--- config.mk ---
export PLATFORM = sky130hd
export DESIGN_NAME = uart_instruction_rx
export DESIGN_NICKNAME = d
export VERILOG_FILES = /design/src/rtl/uart_instruction_rx.sv
export SDC_FILE = /design/constraint.sdc
export NUM_CORES = 1
export LEC_CHECK = 0
export BUFFER_PORTS_ARGS = -buffer_cell sky130_fd_sc_hd__buf_2
export CAP_MARGIN = 40
export CORE_ASPECT_RATIO = 2
export CORE_UTILIZATION = 35
export CTS_BUF_LIST = sky130_fd_sc_hd__clkbuf_8
export CTS_CLUSTER_DIAMETER = 40
export DETAILED_ROUTE_END_ITERATION = 12
export GPL_TIMING_DRIVEN = 0
export PLACE_DENSITY = 0.63
export SLEW_MARGIN = 40
export SYNTH_ARGS = -nofsm -noshare
export SYNTH_HDL_FRONTEND = slang
export SYNTH_SLANG_ARGS = --single-unit
--- constraint.sdc ---
create_clock -name clk -period 3.41 [get_ports clk]
set_clock_uncertainty 0.1 [all_clocks]
set_input_delay 0.682 -clock clk [delete_from_list [all_inputs] [get_ports clk]]
set_output_delay 0.682 -clock clk [all_outputs]
set_load 0.02 [all_outputs]
--- src/rtl/uart_instruction_rx.sv ---
// UART 8N1 receiver that packs four little-endian bytes into a 32-bit
// instruction word and strobes it out for one cycle on completion.
module uart_instruction_rx #(
  parameter int CLKS_PER_BIT = 434,
  parameter int TIMEOUT_BITS = 32
) (
  input  logic        clk,
  input  logic        rst,
  input  logic        i_rx,
  output logic [31:0] o_instruction,
  output logic        o_data_received,
  output logic        o_frame_error,
  output logic [1:0]  o_byte_count,
  output logic        o_debug_flag
);

  localparam logic [15:0] HALF_LAST    = 16'(CLKS_PER_BIT / 2 - 1);
  localparam logic [15:0] BIT_LAST     = 16'(CLKS_PER_BIT - 1);
  localparam logic [31:0] TIMEOUT_LAST = 32'(TIMEOUT_BITS * CLKS_PER_BIT - 1);

  typedef enum logic [1:0] {IDLE, START, DATA, STOP} state_t;

  state_t      state, state_next;
  logic        rx_meta, rx_s, armed;
  logic [15:0] timer;
  logic [2:0]  bit_idx;
  logic [7:0]  shift;
  logic [23:0] word;
  logic [31:0] idle_cnt;
  logic        start_det, half_tick, bit_tick;

  assign half_tick    = (timer == HALF_LAST);
  assign bit_tick     = (timer == BIT_LAST);
  assign o_debug_flag = (state != IDLE);

  always_ff @(posedge clk or negedge rst) begin
    if (!rst) state <= IDLE;
    else      state <= state_next;
  end

  // armed blocks a new start until the line has been seen high after a frame
  always_comb begin
    state_next = state;
    start_det  = 1'b0;
    case (state)
      IDLE: begin
        if (!rx_s && armed) begin
          state_next = START;
          start_det  = 1'b1;
        end
      end
      START: if (half_tick) state_next = rx_s ? IDLE : DATA;
      DATA:  if (bit_tick && bit_idx == 3'd7) state_next = STOP;
      STOP:  if (bit_tick) state_next = IDLE;
      default: state_next = IDLE;
    endcase
  end

  always_ff @(posedge clk or negedge rst) begin
    if (!rst) begin
      rx_meta         <= 1'b1;
      rx_s            <= 1'b1;
      armed           <= 1'b1;
      timer           <= '0;
      bit_idx         <= '0;
      shift           <= '0;
      word            <= '0;
      idle_cnt        <= '0;
      o_instruction   <= '0;
      o_data_received <= 1'b0;
      o_frame_error   <= 1'b0;
      o_byte_count    <= '0;
    end else begin
      rx_meta         <= i_rx;
      rx_s            <= rx_meta;
      o_data_received <= 1'b0;
      o_frame_error   <= 1'b0;
      timer           <= timer + 16'd1;
      case (state)
        IDLE: begin
          timer <= '0;
          if (rx_s) armed <= 1'b1;
          if (start_det || o_byte_count == 2'd0) begin
            idle_cnt <= '0;
          end else if (idle_cnt == TIMEOUT_LAST) begin
            idle_cnt     <= '0;
            o_byte_count <= '0;
          end else begin
            idle_cnt <= idle_cnt + 32'd1;
          end
        end
        START: begin
          if (half_tick) begin
            timer   <= '0;
            bit_idx <= '0;
          end
        end
        DATA: begin
          if (bit_tick) begin
            timer   <= '0;
            shift   <= {rx_s, shift[7:1]};
            bit_idx <= bit_idx + 3'd1;
          end
        end
        STOP: begin
          if (bit_tick) begin
            timer <= '0;
            armed <= rx_s;
            if (rx_s) begin
              o_byte_count <= o_byte_count + 2'd1;
              case (o_byte_count)
                2'd0: word[7:0]   <= shift;
                2'd1: word[15:8]  <= shift;
                2'd2: word[23:16] <= shift;
                default: begin
                  o_instruction   <= {shift, word};
                  o_data_received <= 1'b1;
                end
              endcase
            end else begin
              o_frame_error <= 1'b1;
              o_byte_count  <= '0;
            end
          end
        end
        default: timer <= '0;
      endcase
    end
  end

endmodule

# Yosys cells after proc, flatten, opt, wreduce, memory -nomap -nowiden
# Cells that the tools add are included.
# W data, S select, Z words.
[word_totals]
ff_bits = 124
latchBits = 0
ram_bits = 0
romBits = 0
inputBits = 3
out_inout_bits = 37
elab_cells = 88
mem_count = 0
[classes]
n_addsub = 4
n_mul = 0
div_mod_pow = 0
n_lt_le_gt_ge = 0
n_eq_ne = 17
shifts = 0
mux = 31
bitwise = 1
n_reduce_logical = 20
[op_table]
columns = ["op", "count"]
rows = [
  ["$mux W32", 2],
  ["$pmux W16 S3", 1],
  ["$add A32 B1 Y32 const B", 1],
  ["$eq A32 B14 Y1 const B", 1],
  ["$mux W16", 2],
  ["$reduce_and A4 Y1", 6],
  ["$mux W2", 9],
  ["$add A16 B1 Y16 const B", 1],
  ["$eq A16 B8 Y1 const B", 1],
  ["$eq A16 B9 Y1 const B", 1],
  ["$ne A2 B2 Y1 const B", 8],
  ["$mux W1", 11],
  ["$pmux W2 S4", 1],
  ["$eq A2 B2 Y1 const B", 3],
  ["$mux W3", 2],
  ["$pmux W3 S2", 1],
  ["$reduce_and A3 Y1", 2],
  ["$reduce_bool A2 Y1", 3],
  ["$eq A2 B1 Y1 const B", 2],
  ["$logic_not A2 Y1", 2],
  ["$pmux W2 S2", 1],
  ["$add A3 B1 Y3 const B", 1],
  ["$eq A3 B3 Y1 const B", 1],
  ["$reduce_or A3 Y1", 1],
  ["8 further kinds", 9],
]

# Longest topological paths before layout
# Gate-level depths: netlist of the first run.
[depth]
word_depth = 7
mapped_depth = 8
depth_no_buf = 7

# Least setup slack after synthesis of the first run
# Ideal clock, no wire load.
[synth_timing]
path_type = "reg2out"
from = "reg state[0]"
to = "out o_debug_flag"
arrival_time_ns = 1.419
required_ns = 2.628
slack_ns = 1.209
stages_incl_launch_ff = 6
n_path_buf = 3
cell_sequence = "dfrtp_1 -> buf_2 -> nor2_2 -> inv_1 -> clkbuf_1 -> clkbuf_1"
[synth_via]
elab_chain_cells = 1
[synth_rtl]
columns = ["element", "line", "source"]
rows = [
  ["start: declaration", "23", "state_t state, state_next;"],
  ["start signal: assignment", "38", "else state <= state_next;"],
  ["$reduce_bool A2 Y1", "34", "assign o_debug_flag = (state != IDLE);"],
  ["end: declaration", "14", "output logic o_debug_flag"],
]
# Every way passes these cells.

# Final worst setup path of the first run
# Same ends and word-level chain as after synthesis.

==> metrics.yaml, run 1 <==
drt_iter0_drc: 172
num_rows: 65
h-tree-depth: 4
die_w_um: 91.9
vdd_drop_max_mv: 0.205
io-pin-count: 40
maxSlewHeadroom_pct: 44.4
required_ps: 2630
leakage_nw: 3.14
synth_cells: 484
portBuffers: 39
route.detailed.drc: 0
start_util_pct: 35.8
worstSetupPathType: "reg2out"
yosysSeqAreaShare_pct: 54.9
grt_overflow: 0
fmax_ghz: 0.327
maxCapViolCount: 0
path_clk_slew_ps: 70
synth.distinct_cells: 53
dpl.hpwl_mm: 8.65
yosys.area.top_type: "dfrtp_1"
postSynthAreaPerCell_um2: 11.7
cts_tree: "yes"
place_area_mm2: 0.00614
min_path_type: "in2async"
synth-edff-count: 0
endpoint_kind: "output pin"
avgViaCountPerCell: 5.09
post-route-cell-area_mm2: 0.00654
path_max_fanout: 10
finalWirelength_mm: 11.7
yosysMostFrequentCell: "dfrtp_1"
synth_top_cells_by_count: "dfrtp_1 (121), mux2_2 (56), nor2_1 (46)"
antenna_cells: 0
grt_max_degree: 65
worstPathArrival_ps: 2270
track_usage_pct: 15.2
p_per_area_mw_per_mm2: 458
cts_resized: 0
outcome: "complete, no violations"
chipHeight_um: 182
postCtsSetupBuffers: 0
nets: 556
yosysWarningCount: 0
core_mm2: 0.0158
synth_top_area_share_pct: 53.6
netlist_top_cells_area: "dfrtp_1 (54%), mux2_2 (11%), nand3_1 (3.4%)"
clockBufferDepth: 2
cts-hold-fix-buffers: 0
firstDrtPassIters: 4
drtAntennaViolNets: 0
regToRegSetupSlack_ps: 1000
worst-slew-pin-transition_ps: 828
min_period_ps: 3050
antenna_found_initial: 0
globalplace.congestion: 0.854
finalSetupTns_ps: 0
synth_ff_type: "dfrtp_1"
finalCritPeriodShare_pct: 89.6
grt_setup_unrepaired: "no"
synth.ff_latch_count: 124
die-area_mm2: 0.0167
drive_above_1_share_pct: 29.1
setup_viol: 0
area_delta_synth_final_pct: 15.7
vias: 3850
cts.sinks: 124
cp-start-kind: "flop"
wl_per_cell_um: 15.5
cts_root_buffer: "clkbuf_8"
synth_fp_nets: 497
grt_pass1_wl_mm: 19.9
hold_violations: 0
grt_pass1_vias: 4051
netlist_area_mm2: 0.00565
drv_slew: 0
synthArstFlopShare_pct: 100
cts_buffers: 17
clk_latency_ps: 440
where the power goes:
group / switching [W] / total [W] / internal (W)
Sequential: 0.0000582 / 0.00157 / 0.00151
Clock: 0.000607 / 0.00127 / 0.000668
Combinational: 0.0000823 / 0.000149 / 0.0000667
Total: 0.000747 / 0.00299 / 0.00225
cell usage in the layout, fill, tap and decap left out, types with 7 or more instances in the layout:
cell type,count
dfrtp_1,121
mux2_2,56
nor2_1,46
buf_2,44
nand3_1,38
nand2_1,30
clkbuf_8,18
inv_1,16
xor2_1,15
xnor2_1,14
nand4_1,13
nor3_1,12
a21oi_1,11
ha_1,10
mux2_1,8
nor4_1,7
routing by layer:
metal / GRT usage (%) / routed length [µm] / vias up
met5: 0 / 0 / -
met4: 7.75 / 303 / 0
met3: 3.89 / 322 / 24
met2: 29.0 / 6730 / 86
met1: 14.7 / 4360 / 1900
li1: - / - / 1840
worst max-delay path: stages, from the launching register on:
cell and delay (ps):
dfrtp_1 320, buf_2 190, nor2_2 80, inv_1 240, clkbuf_1 430, clkbuf_2 350, buf_2 220
cell type report:
class | count | area (µm²)
fill | 1500 | 9240
sequential | 124 | 3110
multi-input combinational | 331 | 2410
tap | 201 | 251
clock buffer | 18 | 248
timing repair buffer | 40 | 233
clock inverter | 14 | 146
buffer | 14 | 91.3
inverter | 15 | 56.3
final timing paths:
check                           cells past startpoint                end         start
worst max-delay path                                6       o_debug_flag      state[0]
worst min-delay path                                1  o_instruction[14]           rst
worst max register to register                      6       idle_cnt[19]  idle_cnt[25]
worst min register to register                      0               rx_s       rx_meta
max in group asynchronous                           2               rx_s           rst
min in group clk                                    1            rx_meta          i_rx
stage by stage:
step	setup slack, ps	total power, W	cells	util, %	hold WS (ps)
finish	356	0.00299	757	41.5	66.9
global route	146	0.00311	757	41.5	70.2
CTS	215	0.00303	757	41.4	67.4
floorplan	1210	0.00168	484	-	245
global placement	9.34	0.00174	724	38.7	252
detailed placement	709	0.00175	725	38.9	251
registers in the layout (all words and copies together), names as in the netlist, named ones only:
| name | cells |
|---|---|
| rx_meta | 1 |
| timer | 16 |
| armed | 1 |
| o_instruction | 32 |
| idle_cnt | 32 |
| shift | 8 |
| o_byte_count | 2 |
| bit_idx | 3 |
| o_frame_error | 1 |
| word | 24 |
| rx_s | 1 |
| state | 1 |
| o_data_received | 1 |
cells by family after synthesis:
logic type	after synthesis	synth area share, %
multiplexers	67	13.5
AO/OA/AOI/OAI	40	4.96
XOR/XNOR	29	4.49
adder cells (fa/ha/maj)	10	2.21
flip-flops	124	54.9
AND/OR/NAND/NOR	185	17.3
buffers and inverters	29	2.59
No activity file was read; power rests on OpenSTA's default activity.
==> run 2, diff against run 1 <==
--- a/config.mk
+++ b/config.mk
@@ -13,7 +13,7 @@
 export CTS_CLUSTER_DIAMETER = 40
 export DETAILED_ROUTE_END_ITERATION = 12
 export GPL_TIMING_DRIVEN = 0
-export PLACE_DENSITY = 0.63
+export PLACE_DENSITY = 0.65
 export SLEW_MARGIN = 40
 export SYNTH_ARGS = -nofsm -noshare
 export SYNTH_HDL_FRONTEND = slang
==> constraint.sdc (replaced) <==
create_clock -name clk -period 2.7 [get_ports clk]
set_clock_uncertainty 0.1 [all_clocks]
set_input_delay 0.54 -clock clk [delete_from_list [all_inputs] [get_ports clk]]
set_output_delay 0.54 -clock clk [all_outputs]
set_load 0.02 [all_outputs]
==> run 2 against run 1 <==
Against the previous run:
- core utilization grew 0.70 points
- global-route usage down 0.34 points
- worst setup slack got worse by 190 ps
- clock power is 54% higher
- combinational power rose by 33%
- first-iteration DRC count increased by 8.7%
- sequential cell count unchanged
- wire length shrank 0.56%
- highest routed layer unchanged
- sequential share of layout area down 0.79 points
- clock-buffer cell count decreased by 1
==> metrics.yaml, run 2 (synthesis results as in run 1) <==
regToRegSetupSlack_ps: 210  # -790 ps
path_clk_slew_ps: 80  # about the same
cp-start-kind: "flop"
cts.sinks: 124  # unchanged
antenna_cells: 0  # unchanged
p_per_area_mw_per_mm2: 622  # +36%
r2r_end: "idle_cnt[19]"
setup_viol: 0  # unchanged
path_max_fanout: 10  # unchanged
worst-slew-pin-transition_ps: 813  # -14.7 ps
hold_violations: 0  # unchanged
globalplace.congestion: 0.859  # +0.57%
finalCritPeriodShare_pct: 93.8
grt_max_degree: 70  # +7.7%
worstSetupEndpoint: "o_debug_flag"
start_util_pct: 35.8  # unchanged
core_mm2: 0.0158  # unchanged
portBuffers: 39  # unchanged
mostFrequentLayoutCell: "dfrtp_1"
fin_hold_ws_ps: 94.5  # +27.6 ps
drv_slew: 0  # unchanged
leakage_nw: 3.20  # +2.1%
clk_latency_ps: 440  # about the same
maxCapViolCount: 0  # unchanged
dpl.hpwl_mm: 8.62  # -0.31%
grt_setup_unrepaired: "no"
nets: 559  # +0.54%
drtAntennaViolNets: 0  # unchanged
track_usage_pct: 14.9  # -0.34 points
vias: 3899  # +1.3%
worstSetupPathType: "reg2out"
num_rows: 65  # unchanged
required_ps: 2060  # -570 ps
wl_per_cell_um: 15.3  # -0.96%
clockBufferDepth: 2  # unchanged
worstPathArrival_ps: 1890  # -380 ps
r2r_cells: 6  # unchanged
maxSlewHeadroom_pct: 45.3  # +0.90 points
r2r-start: "idle_cnt[28]"
die_w_um: 91.9  # unchanged
io-pin-count: 40  # unchanged
dp.cells: 725  # unchanged
antenna_found_initial: 0  # unchanged
worstSetupStartpoint: "state[0]"
fmax_ghz: 0.395
die-area_mm2: 0.0167  # unchanged
outcome: "complete, no violations"
drive_above_1_share_pct: 29.5  # +0.38 points
instances_no_fill: 760  # +0.40%
endpoint_kind: "output pin"
chipHeight_um: 182  # unchanged
min_path_type: "in2reg"
cts_root_buffer: "clkbuf_8"
cts_buffers: 17  # unchanged
h-tree-depth: 4  # unchanged
avgViaCountPerCell: 5.13  # +0.87%
cts_tree: "yes"
drt_iter0_drc: 187  # +8.7%
largestRegisters: "idle_cnt: 32 flops, o_instruction: 32 flops, word: 24 flops"
grt_pass1_wl_mm: 19.5  # -2.0%
firstDrtPassIters: 4  # unchanged
min_period_ps: 2530
grt_overflow: 0  # unchanged
area_delta_synth_final_pct: 17.6
route.detailed.drc: 0  # unchanged
grt_pass1_vias: 4051  # unchanged
finalWirelength_mm: 11.6  # -0.56%
mostFrequentLayoutCells: "dfrtp_1 (121), mux2_2 (56), nor2_1 (46), buf_2 (44), nand3_1 (38)"
min_path_cells: 1
vdd_drop_max_mv: 0.325  # +59%
n_fill_cell: 1463  # -2.5%
run 2: worst min path at each step:
stage                 start                         end  slack [ps]
floorplan               rst  asynchronous set/reset pin         140
global placement    rx_meta                        rx_s         250
detailed placement  rx_meta                        rx_s         260
CTS                    i_rx                     rx_meta          70
global route           i_rx                     rx_meta          70
finish                 i_rx                     rx_meta          90
run 2: critical path: stages, from the launching register on:
cell and delay [ps]:
dfrtp_1 360, buf_2 180, nor2_2 210, clkinvlp_4 240
clkbuf_2 260, buf_2 200
run 2: power breakdown:
part	switching [W]	internal (W)	leakage (nW)	total, W
clock	0.000764	0.00119	0.238	0.00196
sequential	0.0000740	0.00191	1.70	0.00198
combinational	0.000111	0.0000870	1.26	0.000198
run 2: layout make-up:
class	count	area [µm²]	share of cell area, %
Multi-Input combinational cell	331	2400	36.1
Clock inverter	15	244	3.67
Clock buffer	17	234	3.52
Buffer	13	87.6	1.32
Timing Repair Buffer	44	265	3.99
Tap cell	201	251	3.78
Sequential cell	124	3110	46.7
Inverter	15	60.1	0.903
run 2: per-layer routing:
| metal | up-vias | GRT usage, % | wire [µm] |
|---|---|---|---|
| li1 | 1860 | - | - |
| met1 | 1953 | 14.7 | 4340 |
| met2 | 66 | 28.5 | 6750 |
| met3 | 20 | 3.64 | 298 |
| met4 | 0 | 6.63 | 263 |
| met5 | - | 0 | 0 |
run 2: what timing repair did:
item                                    CTS  global route
gates resized for setup                   1             1
endpoints found under the setup margin    1             1
pin swaps                                 0             0
buffers inserted                          0             3
endpoints found under the hold margin    52             0
hold buffers                              1             0
run 2: through the flow:
stage          power (W)  setup TNS (ps)  area (µm²)  util, %  setup WS [ps]
2_1_floorplan    0.00212               0        5650        -            641
3_3_place_gp     0.00219          -58940        6100     38.7           -502
3_5_place_dp     0.00222               0        6140     38.9            155
4_1_cts          0.00419               0        6620     42.0           8.90
5_1_grt          0.00429               0        6650     42.1           59.1
6_report         0.00414               0        6650     42.1            168
